File: src/rtl/fdc_disk_responder.sv
// Floppy image responder: serves seek, read-ID, sector read and sector write
// requests from the FDC core against a byte-wide image memory, one image per drive.
module fdc_disk_responder #(
  parameter int unsigned TRACKS     = 42,
  parameter int unsigned SPT        = 9,
  parameter logic [7:0]  FIRST_SECT = 8'hC1
) (
  input  logic        clk,
  input  logic        rst_n,
  input  logic [31:0] disk_sr,
  output logic [31:0] disk_cr,
  output logic [7:0]  disk_data_in,
  output logic        disk_data_clkin,
  input  logic [7:0]  disk_data_out,
  output logic        disk_data_clkout,
  input  logic [1:0]  disk_inserted,
  input  logic [1:0]  disk_wp,
  output logic [19:0] mem_addr,
  output logic        mem_rd,
  output logic        mem_wr,
  output logic [7:0]  mem_wdata,
  input  logic [7:0]  mem_rdata,
  input  logic        mem_ready
);

  localparam int unsigned CNT_W = 10;
  localparam int unsigned LBA_W = 10;
  localparam logic [CNT_W-1:0] SECT_BYTES = CNT_W'(512);

  typedef enum logic [3:0] {
    IDLE, DECODE, SEEK, RID, RD_MEM, RD_PUSH, WR_POP, WR_MEM, DONE, WAIT_ACK
  } state_t;

  typedef enum logic [1:0] {OP_SEEK, OP_RID, OP_RD, OP_WR} op_t;

  state_t               state_q, state_d;
  op_t                  op_q, op_d, req_op;
  logic                 drive_q, drive_d, req_drive;
  logic                 head_q, head_d;
  logic [6:0]           cyl_q, cyl_d;
  logic [7:0]           sect_q, sect_d;
  logic [CNT_W-1:0]     cnt_q, cnt_d;
  logic [1:0][7:0]      rot_q, rot_d;
  logic                 done_q, done_d;
  logic                 err_q, err_d;
  logic                 wperr_q, wperr_d;
  logic [1:0]           seek_q, seek_d;
  logic [7:0]           cr_sect_q, cr_sect_d;
  logic                 cr_head_q, cr_head_d;
  logic [7:0]           data_in_d;
  logic                 clkin_d, clkout_d;
  logic [19:0]          addr_d;
  logic                 rd_d, wr_d;
  logic [7:0]           wdata_d;

  logic                 req_any, ack_seen;
  logic                 cyl_bad, sect_ok, bad_req;
  logic [LBA_W-1:0]     lba;
  logic [19:0]          byte_addr;
  logic                 unused_sr_bits;

  assign unused_sr_bits = ^disk_sr[22:16];

  assign req_any  = |disk_sr[31:24];
  assign ack_seen = disk_sr[23] && (disk_sr[31:24] == 8'h00);

  // Request arbitration: seek > readid > readsect > write, drive 0 before drive 1.
  always_comb begin
    req_op    = OP_SEEK;
    req_drive = 1'b0;
    if (disk_sr[30]) begin
      req_op = OP_SEEK; req_drive = 1'b0;
    end else if (disk_sr[31]) begin
      req_op = OP_SEEK; req_drive = 1'b1;
    end else if (disk_sr[28]) begin
      req_op = OP_RID;  req_drive = 1'b0;
    end else if (disk_sr[29]) begin
      req_op = OP_RID;  req_drive = 1'b1;
    end else if (disk_sr[24]) begin
      req_op = OP_RD;   req_drive = 1'b0;
    end else if (disk_sr[25]) begin
      req_op = OP_RD;   req_drive = 1'b1;
    end else if (disk_sr[26]) begin
      req_op = OP_WR;   req_drive = 1'b0;
    end else begin
      req_op = OP_WR;   req_drive = 1'b1;
    end
  end

  assign cyl_bad = 32'(cyl_q) >= TRACKS;
  assign sect_ok = (sect_q >= FIRST_SECT) && ({1'b0, sect_q} < (9'(FIRST_SECT) + 9'(SPT)));
  assign bad_req = !disk_inserted[drive_q] || cyl_bad ||
                   (((op_q == OP_RD) || (op_q == OP_WR)) && !sect_ok);

  // Linear sector index within the image; byte offset is lba*512 + byte index.
  assign lba       = LBA_W'((32'(cyl_q) * 32'd2 + 32'(head_q)) * SPT + 32'(sect_q - FIRST_SECT));
  assign byte_addr = {drive_q, lba, cnt_q[8:0]};

  always_comb begin
    state_d   = state_q;
    op_d      = op_q;
    drive_d   = drive_q;
    head_d    = head_q;
    cyl_d     = cyl_q;
    sect_d    = sect_q;
    cnt_d     = cnt_q;
    rot_d     = rot_q;
    done_d    = done_q;
    err_d     = err_q;
    wperr_d   = wperr_q;
    seek_d    = seek_q;
    cr_sect_d = cr_sect_q;
    cr_head_d = cr_head_q;
    data_in_d = disk_data_in;
    clkin_d   = 1'b0;
    clkout_d  = 1'b0;
    addr_d    = mem_addr;
    rd_d      = mem_rd;
    wr_d      = mem_wr;
    wdata_d   = mem_wdata;

    unique case (state_q)
      IDLE: begin
        if (req_any && !disk_sr[23]) begin
          state_d = DECODE;
          op_d    = req_op;
          drive_d = req_drive;
          head_d  = disk_sr[15];
          cyl_d   = disk_sr[14:8];
          sect_d  = disk_sr[7:0];
          cnt_d   = '0;
        end
      end
      DECODE: begin
        if (bad_req) begin
          err_d   = 1'b1;
          state_d = DONE;
        end else if ((op_q == OP_WR) && disk_wp[drive_q]) begin
          err_d   = 1'b1;
          wperr_d = 1'b1;
          state_d = DONE;
        end else begin
          unique case (op_q)
            OP_SEEK: state_d = SEEK;
            OP_RID:  state_d = RID;
            OP_RD: begin
              state_d = RD_MEM;
              rd_d    = 1'b1;
              addr_d  = byte_addr;
            end
            default: state_d = WR_POP;
          endcase
        end
      end
      SEEK: begin
        seek_d[drive_q] = 1'b1;
        state_d         = DONE;
      end
      RID: begin
        sect_d         = FIRST_SECT + rot_q[drive_q];
        rot_d[drive_q] = (32'(rot_q[drive_q]) == SPT - 1) ? 8'h00 : rot_q[drive_q] + 8'h01;
        state_d        = DONE;
      end
      RD_MEM: begin
        if (mem_ready) begin
          rd_d      = 1'b0;
          data_in_d = mem_rdata;
          clkin_d   = 1'b1;
          cnt_d     = cnt_q + CNT_W'(1);
          state_d   = RD_PUSH;
        end
      end
      RD_PUSH: begin
        if (cnt_q == SECT_BYTES) begin
          state_d = DONE;
        end else begin
          rd_d    = 1'b1;
          addr_d  = byte_addr;
          state_d = RD_MEM;
        end
      end
      WR_POP: begin
        wdata_d  = disk_data_out;
        clkout_d = 1'b1;
        wr_d     = 1'b1;
        addr_d   = byte_addr;
        state_d  = WR_MEM;
      end
      WR_MEM: begin
        // Returning through WR_POP guarantees a low cycle between pop strobes.
        if (mem_ready) begin
          wr_d    = 1'b0;
          cnt_d   = cnt_q + CNT_W'(1);
          state_d = ((cnt_q + CNT_W'(1)) == SECT_BYTES) ? DONE : WR_POP;
        end
      end
      DONE: begin
        done_d    = 1'b1;
        cr_sect_d = sect_q;
        cr_head_d = head_q;
        state_d   = WAIT_ACK;
      end
      WAIT_ACK: begin
        if (ack_seen) begin
          done_d  = 1'b0;
          err_d   = 1'b0;
          wperr_d = 1'b0;
          seek_d  = 2'b00;
          state_d = IDLE;
        end
      end
      default: state_d = IDLE;
    endcase
  end

  always_ff @(posedge clk) begin
    if (!rst_n) begin
      state_q          <= IDLE;
      op_q             <= OP_SEEK;
      drive_q          <= 1'b0;
      head_q           <= 1'b0;
      cyl_q            <= '0;
      sect_q           <= '0;
      cnt_q            <= '0;
      rot_q            <= '0;
      done_q           <= 1'b0;
      err_q            <= 1'b0;
      wperr_q          <= 1'b0;
      seek_q           <= 2'b00;
      cr_sect_q        <= '0;
      cr_head_q        <= 1'b0;
      disk_data_in     <= '0;
      disk_data_clkin  <= 1'b0;
      disk_data_clkout <= 1'b0;
      mem_addr         <= '0;
      mem_rd           <= 1'b0;
      mem_wr           <= 1'b0;
      mem_wdata        <= '0;
    end else begin
      state_q          <= state_d;
      op_q             <= op_d;
      drive_q          <= drive_d;
      head_q           <= head_d;
      cyl_q            <= cyl_d;
      sect_q           <= sect_d;
      cnt_q            <= cnt_d;
      rot_q            <= rot_d;
      done_q           <= done_d;
      err_q            <= err_d;
      wperr_q          <= wperr_d;
      seek_q           <= seek_d;
      cr_sect_q        <= cr_sect_d;
      cr_head_q        <= cr_head_d;
      disk_data_in     <= data_in_d;
      disk_data_clkin  <= clkin_d;
      disk_data_clkout <= clkout_d;
      mem_addr         <= addr_d;
      mem_rd           <= rd_d;
      mem_wr           <= wr_d;
      mem_wdata        <= wdata_d;
    end
  end

  assign disk_cr = {cr_sect_q, 8'h00, 7'h00, cr_head_q, 1'b0, disk_inserted,
                    done_q, err_q, wperr_q, seek_q};

endmodule

File: config.mk
export PLATFORM = sky130hd
export DESIGN_NAME = fdc_disk_responder
export DESIGN_NICKNAME = d
export VERILOG_FILES = /design/src/rtl/fdc_disk_responder.sv
export SDC_FILE = /design/constraint.sdc
export NUM_CORES = 1
export LEC_CHECK = 0
export CAP_MARGIN = 20
export CORE_MARGIN = 3
export CORE_UTILIZATION = 29
export DETAILED_ROUTE_END_ITERATION = 12
export GPL_TIMING_DRIVEN = 0
export PLACE_DENSITY = 0.53
export SYNTH_ARGS = -nofsm -noshare
export SYNTH_HDL_FRONTEND = slang
export SYNTH_SLANG_ARGS = --single-unit
File: constraint.sdc
create_clock -name clk -period 3.2 [get_ports clk]
set_clock_uncertainty 0.15 [all_clocks]
set_input_delay 0.32 -clock clk [delete_from_list [all_inputs] [get_ports clk]]
set_output_delay 0.32 -clock clk [all_outputs]
set_load 0.03 [all_outputs]
==> results of run 1 <==
## metrics by stage
stage | hold WS, ns | power, W | utilization, %
after floorplan | 0.287 | 0.00202 | -
after global placement | 0.293 | 0.00227 | 37.3
after detailed placement | 0.298 | 0.00227 | 37.3
after CTS | 0.307 | 0.00347 | 39.3
after global routing | 0.330 | 0.00363 | 39.3
final | 0.304 | 0.00343 | 39.3
## layout make-up
cell class | count | area, µm² | area share (%)
Clock buffer | 10 | 239 | 3.21
Sequential cell | 103 | 2060 | 27.7
Inverter | 29 | 109 | 1.46
Timing Repair Buffer | 107 | 1060 | 14.2
Multi-Input combinational cell | 507 | 3260 | 43.7
Tap cell | 260 | 325 | 4.36
Buffer | 57 | 348 | 4.67
Clock inverter | 6 | 51.3 | 0.688
## path summary, 6_finish.rpt
check                            start                         to
min reg2reg  mem_wdata[4]$_SDFFE_PN0P_  mem_wdata[4]$_SDFFE_PN0P_
max reg2reg     sect_q[1]$_SDFFE_PN0P_  mem_addr[18]$_SDFFE_PN0P_
max             sect_q[1]$_SDFFE_PN0P_  mem_addr[18]$_SDFFE_PN0P_
min          mem_wdata[4]$_SDFFE_PN0P_  mem_wdata[4]$_SDFFE_PN0P_
## where the power goes
part	internal (W)	switching (W)
clock network	0.000563	0.000546
registers	0.00132	0.0000475
logic	0.000445	0.000508
total	0.00233	0.00110
## critical path: stages, from the launching register on
cell      delay, ns
dfxtp_2        0.34
inv_2          0.09
ha_4           0.15
nand2b_4       0.05
or4_4          0.44
xnor2_2        0.16
fa_1           0.50
inv_2          0.05
ha_4           0.28
nand3_2        0.07
o211ai_1       0.21
nor4_1         0.07
nor3_1         0.25
xnor2_1        0.16
a221oi_1       0.26
## metal layers
layer | share of wire [%] | routed length (µm)
met1 | 49 | 7980
met2 | 44 | 7270
met3 | 5.8 | 946
met4 | 1.2 | 193
met5 | 0 | 0
## layout by cell type, fill, tap and decap left out, types with 4 or more instances in the layout
| master | synthesis | routed |
|---|---|---|
| clkdlybuf4s50_1 | 0 | 103 |
| dfxtp_1 | 103 | 101 |
| nand2_1 | 80 | 80 |
| nor2_1 | 71 | 71 |
| a21oi_1 | 51 | 51 |
| nand3_1 | 36 | 35 |
| o21ai_0 | 28 | 28 |
| mux2i_1 | 27 | 27 |
| buf_4 | 23 | 27 |
| inv_1 | 28 | 25 |
| ha_1 | 23 | 21 |
| clkbuf_1 | 18 | 18 |
| conb_1 | 1 | 16 |
| xor2_1 | 12 | 12 |
| buf_2 | 11 | 11 |
| nor3_1 | 12 | 11 |
| xnor2_1 | 11 | 10 |
| clkbuf_16 | 0 | 9 |
| nor2b_1 | 8 | 8 |
| a211oi_1 | 8 | 8 |
| and2_1 | 7 | 7 |
| o31ai_1 | 7 | 7 |
| mux2_2 | 6 | 6 |
| a31oi_1 | 6 | 6 |
| fa_1 | 6 | 6 |
| nor4_1 | 5 | 5 |
| and3_1 | 5 | 5 |
| o211ai_1 | 5 | 5 |
| or3_1 | 5 | 5 |
| o21ai_1 | 5 | 5 |
| nand2b_1 | 6 | 5 |
| inv_2 | 1 | 4 |
| nand4_1 | 4 | 4 |
| o21a_1 | 4 | 4 |
## sequential cells by signal (all words and copies together) (netlist names)
name and cells:
cnt_q 10, cr_head_q 1, cr_sect_q 8, cyl_q 7
disk_data_clkin 1, disk_data_clkout 1, disk_data_in 8, done_q 1
drive_q 1, err_q 1, head_q 1, mem_addr 20
mem_rd 1, mem_wdata 8, mem_wr 1, op_q 2
rot_q 16, sect_q 8, seek_q 2, state_q 4
wperr_q 1
## kinds of logic (layout without fill, tap and decap cells)
logic type	Yosys count	in the layout	share of synthesized area, %
and+or+nand+nor	263	263	22.5
AOI/OAI and AO/OA	143	143	16.3
DFF	103	103	36.4
buffers and inverters	86	209	8.06
muxes	33	33	5.96
adders and majority gates	29	29	7.20
xor gates and xnor gates	23	23	3.56
other	1	16	0.0662
## what timing repair did
action | CTS | global route
setup buffers | 4 | 0
setup endpoints to repair | 2 | 4
pin swaps | 5 | 3
resized for setup | 12 | 1
==> run summary, run 1 <==
GRT met2 Usage: 24.1%
HPWL Detailed: 12.4 mm
RSZ-0062 raised after global routing: true
IO Pins: 127
Die Wd: 146 µm
Crit path required time: 3.31 ns
All-Layer GR Usage: 15.5%
VDD IR-drop max: 271 µV
via/cell ratio: 4.67
fin. max-slew vios: 0
R2R depth: 14
WL final: 16.4 mm
Worst Setup Start Kind: flop
final period utilization: 104%
status: finished with violations
top cell type's share of synthesized area: 36.4%
first-pass GRT wire length: 26.6 mm
TritonCTS Buffers: 9
FP Rows: 50
Starting Density: 29.9%
Post-synth top flop: dfxtp_1
Mapped Cells: 681
failing checks: setup timing
synthesized area: 5660 µm²
Placer Congestion: 0.858
leakage power: 2.77 nW
worst hold path type: reg2reg
nets: 898
top cells by count, synth: dfxtp_1 (103), nand2_1 (80), nor2_1 (71), a21oi_1 (51), nand3_1 (36)
vias in the first global route: 4890
met1 global-route usage: 21.3%
Post-Place Cell Area: 7080 µm²
Vias: 5037
hold_buf cts: 0
initial antenna violation count: 0
Placed Cells: 1059
synthesis-to-layout area growth: 31.6%
clk_lat worst skew: 0.36 ns
FF+latch count, synth: 103
Slew @ Worst Pin: 0.838 ns
final worst setup slack: -0.118 ns
Port Buf Inserts: 103
CP Capture Type: flop
CTS root buf: clkbuf_16
# DRC: 0
Yosys cell types: 72
Post-Layout Cell Count: 1079
syn avg cell area: 8.32 µm²
routed len/inst: 15.2 µm
Max Fclk: 301 MHz
Min-Delay Path Depth: 2
Crit Path Max Fanout: 4
Reg clk slew, reported paths: 0.08 ns
Placeable Area: 19000 µm²
Crit Path Class: reg2reg
FILL cells: 1980
CTS tree: done
Antenna Nets Post-Route: 0
reg2reg setup slack: -0.12 ns
Max Cap Viol: 0
H-tree depth: 3
warning count from the yosys run: 0
first drt pass iteration count: 4
M3 GR Usage: 4.55%
CTS Buffer Depth: 2
Remaining Overflow, GRT: 0
register area share after synthesis: 36.4%
post-synth top area cell: dfxtp_1
Post-synth EDFFs: 0
largest net degree at the start of global routing: 19
final setup vio count: 1
antenna diode count: 0
final hold viol count: 0
pre-CTS WS: -0.449 ns
die area: 21200 µm²
layout cell share with drive strength beyond 1: 11.6%
ys async rst share: 0%
fin crit period: 3.32 ns
Slew Limit Headroom: 43.6%
Iter 0 DRT Violations: 263
Critical Path AT: 3.43 ns
Clock Sinks: 103
count leader, synth: dfxtp_1
ranking of synthesized cells by area: dfxtp_1 (36%), nand2_1 (5.3%), ha_1 (5.1%)
Pwr Density: 460 nW/µm²
Design Area, Final: 7450 µm²
total negative setup slack: -0.118 ns
Die H: 146 µm
GR peak layer: met2
Note: power is estimated with default switching activity, not from simulation.
==> run 2: changes to the inputs <==
--- a/config.mk
+++ b/config.mk
@@ -8,6 +8,7 @@
 export CAP_MARGIN = 20
 export CORE_MARGIN = 3
 export CORE_UTILIZATION = 29
+export CTS_CLUSTER_DIAMETER = 40
 export DETAILED_ROUTE_END_ITERATION = 12
 export GPL_TIMING_DRIVEN = 0
 export PLACE_DENSITY = 0.53
==> constraint.sdc (replaced) <==
create_clock -name clk -period 3.2 [get_ports clk]
set_clock_uncertainty 0.15 [all_clocks]
set_input_delay 0.32 -clock clk [delete_from_list [all_inputs] [get_ports clk]]
set_output_delay 0.32 -clock clk [all_outputs]
set_load 0.01 [all_outputs]
==> results of run 2 <==
Same layout as run 1 (identical final DEF). Status: finished with violations: setup timing.
Main changes from that run: total power 0.00343 W -> 0.00340 W
==> run 3: changes to the inputs <==
--- a/config.mk
+++ b/config.mk
@@ -5,8 +5,9 @@
 export SDC_FILE = /design/constraint.sdc
 export NUM_CORES = 1
 export LEC_CHECK = 0
+export ABC_AREA = 1
 export CAP_MARGIN = 20
-export CORE_MARGIN = 3
+export CORE_MARGIN = 2
 export CORE_UTILIZATION = 29
 export CTS_CLUSTER_DIAMETER = 40
 export DETAILED_ROUTE_END_ITERATION = 12
==> run summary, run 3 <==
ranking of synthesized cells by area: dfxtp_1 (37%), nand2_1 (9.4%), a21oi_1 (7.1%)
Max Fclk: 338 MHz (+12%)
quantity of gates resized following cts: 0 (-12)
Yosys cell types: 41 (-43%)
final hold viol count: 0 (unchanged)
HPWL Detailed: 12.4 mm (-0.56%)
Reg clk slew, reported paths: 0.07 ns (about the same)
Reg with most FFs: mem_addr
fin. max-slew vios: 0 (unchanged)
total negative setup slack: 0 ns (+0.118 ns)
Crit path required time: 3.30 ns (about the same)
FF-to-FF Start: sect_q[0]$_SDFFE_PN0P_
Die Wd: 143 µm (-2.1%)
CTS tree: done
FILL cells: 2011 (+1.6%)
warning count from the yosys run: 0 (unchanged)
final period utilization: 92.4% (-11 points)
synthesis-to-layout area growth: 29.7%
die area: 20300 µm² (-4.2%)
IO Pins: 127 (unchanged)
area of the multi-input gates: 2950 µm² (-9.5%)
Critical Path AT: 3.05 ns (-0.38 ns)
Clock Sinks: 103 (unchanged)
status: completed
ys async rst share: 0% (unchanged)
vias in the first global route: 4847 (-0.88%)
CTS root buf: clkbuf_16
Sequential Area: 2060 µm² (about the same)
initial antenna violation count: 0 (unchanged)
Worst Setup Start Kind: flop
final setup vio count: 0 (-1)
switching part of the total: 36.8%
H-tree depth: 3 (unchanged)
clk_lat worst skew: 0.36 ns (about the same)
Slew Limit Headroom: 54.4% (+11 points)
Crit Path Max Fanout: 5 (+1)
# DRC: 0 (unchanged)
max reg flops: 20 (unchanged)
FP Rows: 50 (unchanged)
clock power share: 23.3%
Die H: 143 µm (-2.1%)
Crit Path Class: reg2reg
antenna diode count: 0 (unchanged)
WL final: 15.8 mm (-3.5%)
Max Cap Viol: 0 (unchanged)
Placer Congestion: 0.887 (+3.3%)
Post-synth top flop: dfxtp_1
first drt pass iteration count: 5 (+1)
most frequent cells in the layout: nand2_1 (140), nor2_1 (102), dfxtp_1 (102), clkdlybuf4s50_1 (102), a21oi_1 (79)
Post-synth EDFFs: 0 (unchanged)
final core utilization: 38.5% (-0.81 points)
register area share after synthesis: 37.0% (+0.60 points)
CP startpoint: sect_q[0]$_SDFFE_PN0P_
Gate power share: 42.4%
Post-CTS Setup Inserts: 0 (-4)
RSZ-0062 raised after global routing: false
FF+latch count, synth: 103 (unchanged)
layout cell share with drive strength beyond 1: 8.98% (-2.6 points)
Psw: 0.00172 W
Slew @ Worst Pin: 0.684 ns (-0.154 ns)
CTS Buffer Depth: 2 (unchanged)
Regs by FF count: mem_addr x20, rot_q x16, cnt_q x10
Port Buf Inserts: 102 (-0.97%)
Mapped Cells: 782 (+15%)
leakage power: 3.02 nW (+9.1%)
Pwr Density: 647 nW/µm²
Iter 0 DRT Violations: 324 (+23%)
VDD IR-drop max: 298 µV
worst hold margin: 0.303 ns (-0.00139 ns)
first-pass GRT wire length: 25.3 mm (-5.0%)
syn avg cell area: 7.13 µm² (-14%)
hold_buf cts: 0 (unchanged)
HP Start: mem_rd$_SDFFE_PN0P_
synthesized area: 5570 µm² (-1.6%)
via/cell ratio: 4.54 (-2.7%)
fin crit period: 2.96 ns (-0.362 ns)
Placeable Area: 18800 µm² (-0.99%)
Remaining Overflow, GRT: 0 (unchanged)
routed len/inst: 13.8 µm (-9.2%)
count leader, synth: nand2_1
All-Layer GR Usage: 15.9% (+0.39 points)
commonest non-fill, non-tap cell in the layout: nand2_1
TritonCTS Buffers: 9 (unchanged)
Vias: 5208 (+3.4%)
nets: 994 (+11%)
Starting Density: 29.7% (-0.19 points)
worst hold path type: reg2reg
largest net degree at the start of global routing: 15 (-4)
CP Capture Type: flop
Flop pwr share: 34.3%
top cells by count, synth: nand2_1 (140), dfxtp_1 (103), nor2_1 (102), a21oi_1 (79), inv_1 (72)
post-synth top area cell: dfxtp_1
Internal: 0.00295 W
top cell type's share of synthesized area: 37.0% (+0.60 points)
Antenna Nets Post-Route: 0 (unchanged)
==> run 3: cell types whose count changed in the layout (fill, tap and decap cells not counted), sizes merged, moves of 9 or more <==
| cell | before | now |
|---|---|---|
| o21ai | 34 | 81 |
| nor3 | 13 | 4 |
| a211oi | 11 | 1 |
| mux2i | 27 | 0 |
| a21oi | 52 | 80 |
| inv | 32 | 82 |
| nand2 | 80 | 146 |
| nor2 | 71 | 109 |
| nand4 | 4 | 13 |
==> run 3: cell type report <==
type | instances | area share (%)
multi-input combinational | 559 | 40.8
sequential | 103 | 28.5
timing repair buffer | 102 | 14.1
inverter | 84 | 4.40
buffer | 51 | 4.24
tap | 234 | 4.05
clock buffer | 13 | 3.46
clock inverter | 1 | 0.416
==> run 3: cells by family (layout without fill, tap and decap cells) <==
kind of cell / after synthesis / count (layout) / synth area share (%)
and+or+nand+nor: 319 / 319 / 24.6
adders and majority gates: 29 / 29 / 7.32
other: 1 / 16 / 0.0673
buffers and inverters: 135 / 251 / 11.2
DFF: 103 / 103 / 37.0
AOI/OAI and AO/OA: 176 / 176 / 16.7
xor gates and xnor gates: 19 / 19 / 3.12
==> run 3: metal layers <==
layer	vias to the layer above	GRT usage (%)	share of wire [%]
met5	-	0	0
met4	0	4.12	1.4
met3	16	3.05	3.9
met2	115	25.7	46
met1	2321	21.9	49
li1	2756	-	-
==> run 3: stage by stage <==
step	worst slack (ns)	total power (W)	std cells	instance area (µm²)
2_1_floorplan	0.510	0.00293	797	5630
3_3_place_gp	0.176	0.00360	1133	6940
3_5_place_dp	0.174	0.00360	1133	6940
4_1_cts	0.153	0.00471	1147	7220
5_1_grt	0.0559	0.00503	1147	7230
6_report	0.244	0.00467	1147	7230
==> run 3: worst paths after layout <==
kind | to | slack [ns] | cells past startpoint
setup / recovery | mem_addr[16]$_SDFFE_PN0P_ | 0.24 | 14
hold / removal | mem_rd$_SDFFE_PN0P_ | 0.30 | 2
setup reg to reg | mem_addr[16]$_SDFFE_PN0P_ | 0.24 | 14
hold reg to reg | mem_rd$_SDFFE_PN0P_ | 0.30 | 2
==> run 3: worst max-delay path, cell delays in order, from the launching register on <==
cell     delay (ns)
dfxtp_2        0.38
inv_1          0.11
ha_1           0.25
nand2_1        0.10
xor2_1         0.22
fa_1           0.46
ha_2           0.39
nand3_1        0.09
nand3_1        0.14
nand2_1        0.07
a21oi_1        0.13
nor2_1         0.07
xnor2_1        0.12
o21ai_1        0.14
nor2_1         0.05
==> run 3: power groups by stage <==
stage	clock network (W)	logic [W]	registers [W]
CTS	0.00112	0.00198	0.00160
floorplan	0	0.00128	0.00166
detailed placement	0	0.00197	0.00163
finish	0.00109	0.00198	0.00160
global route	0.00116	0.00224	0.00163
global placement	0	0.00197	0.00163
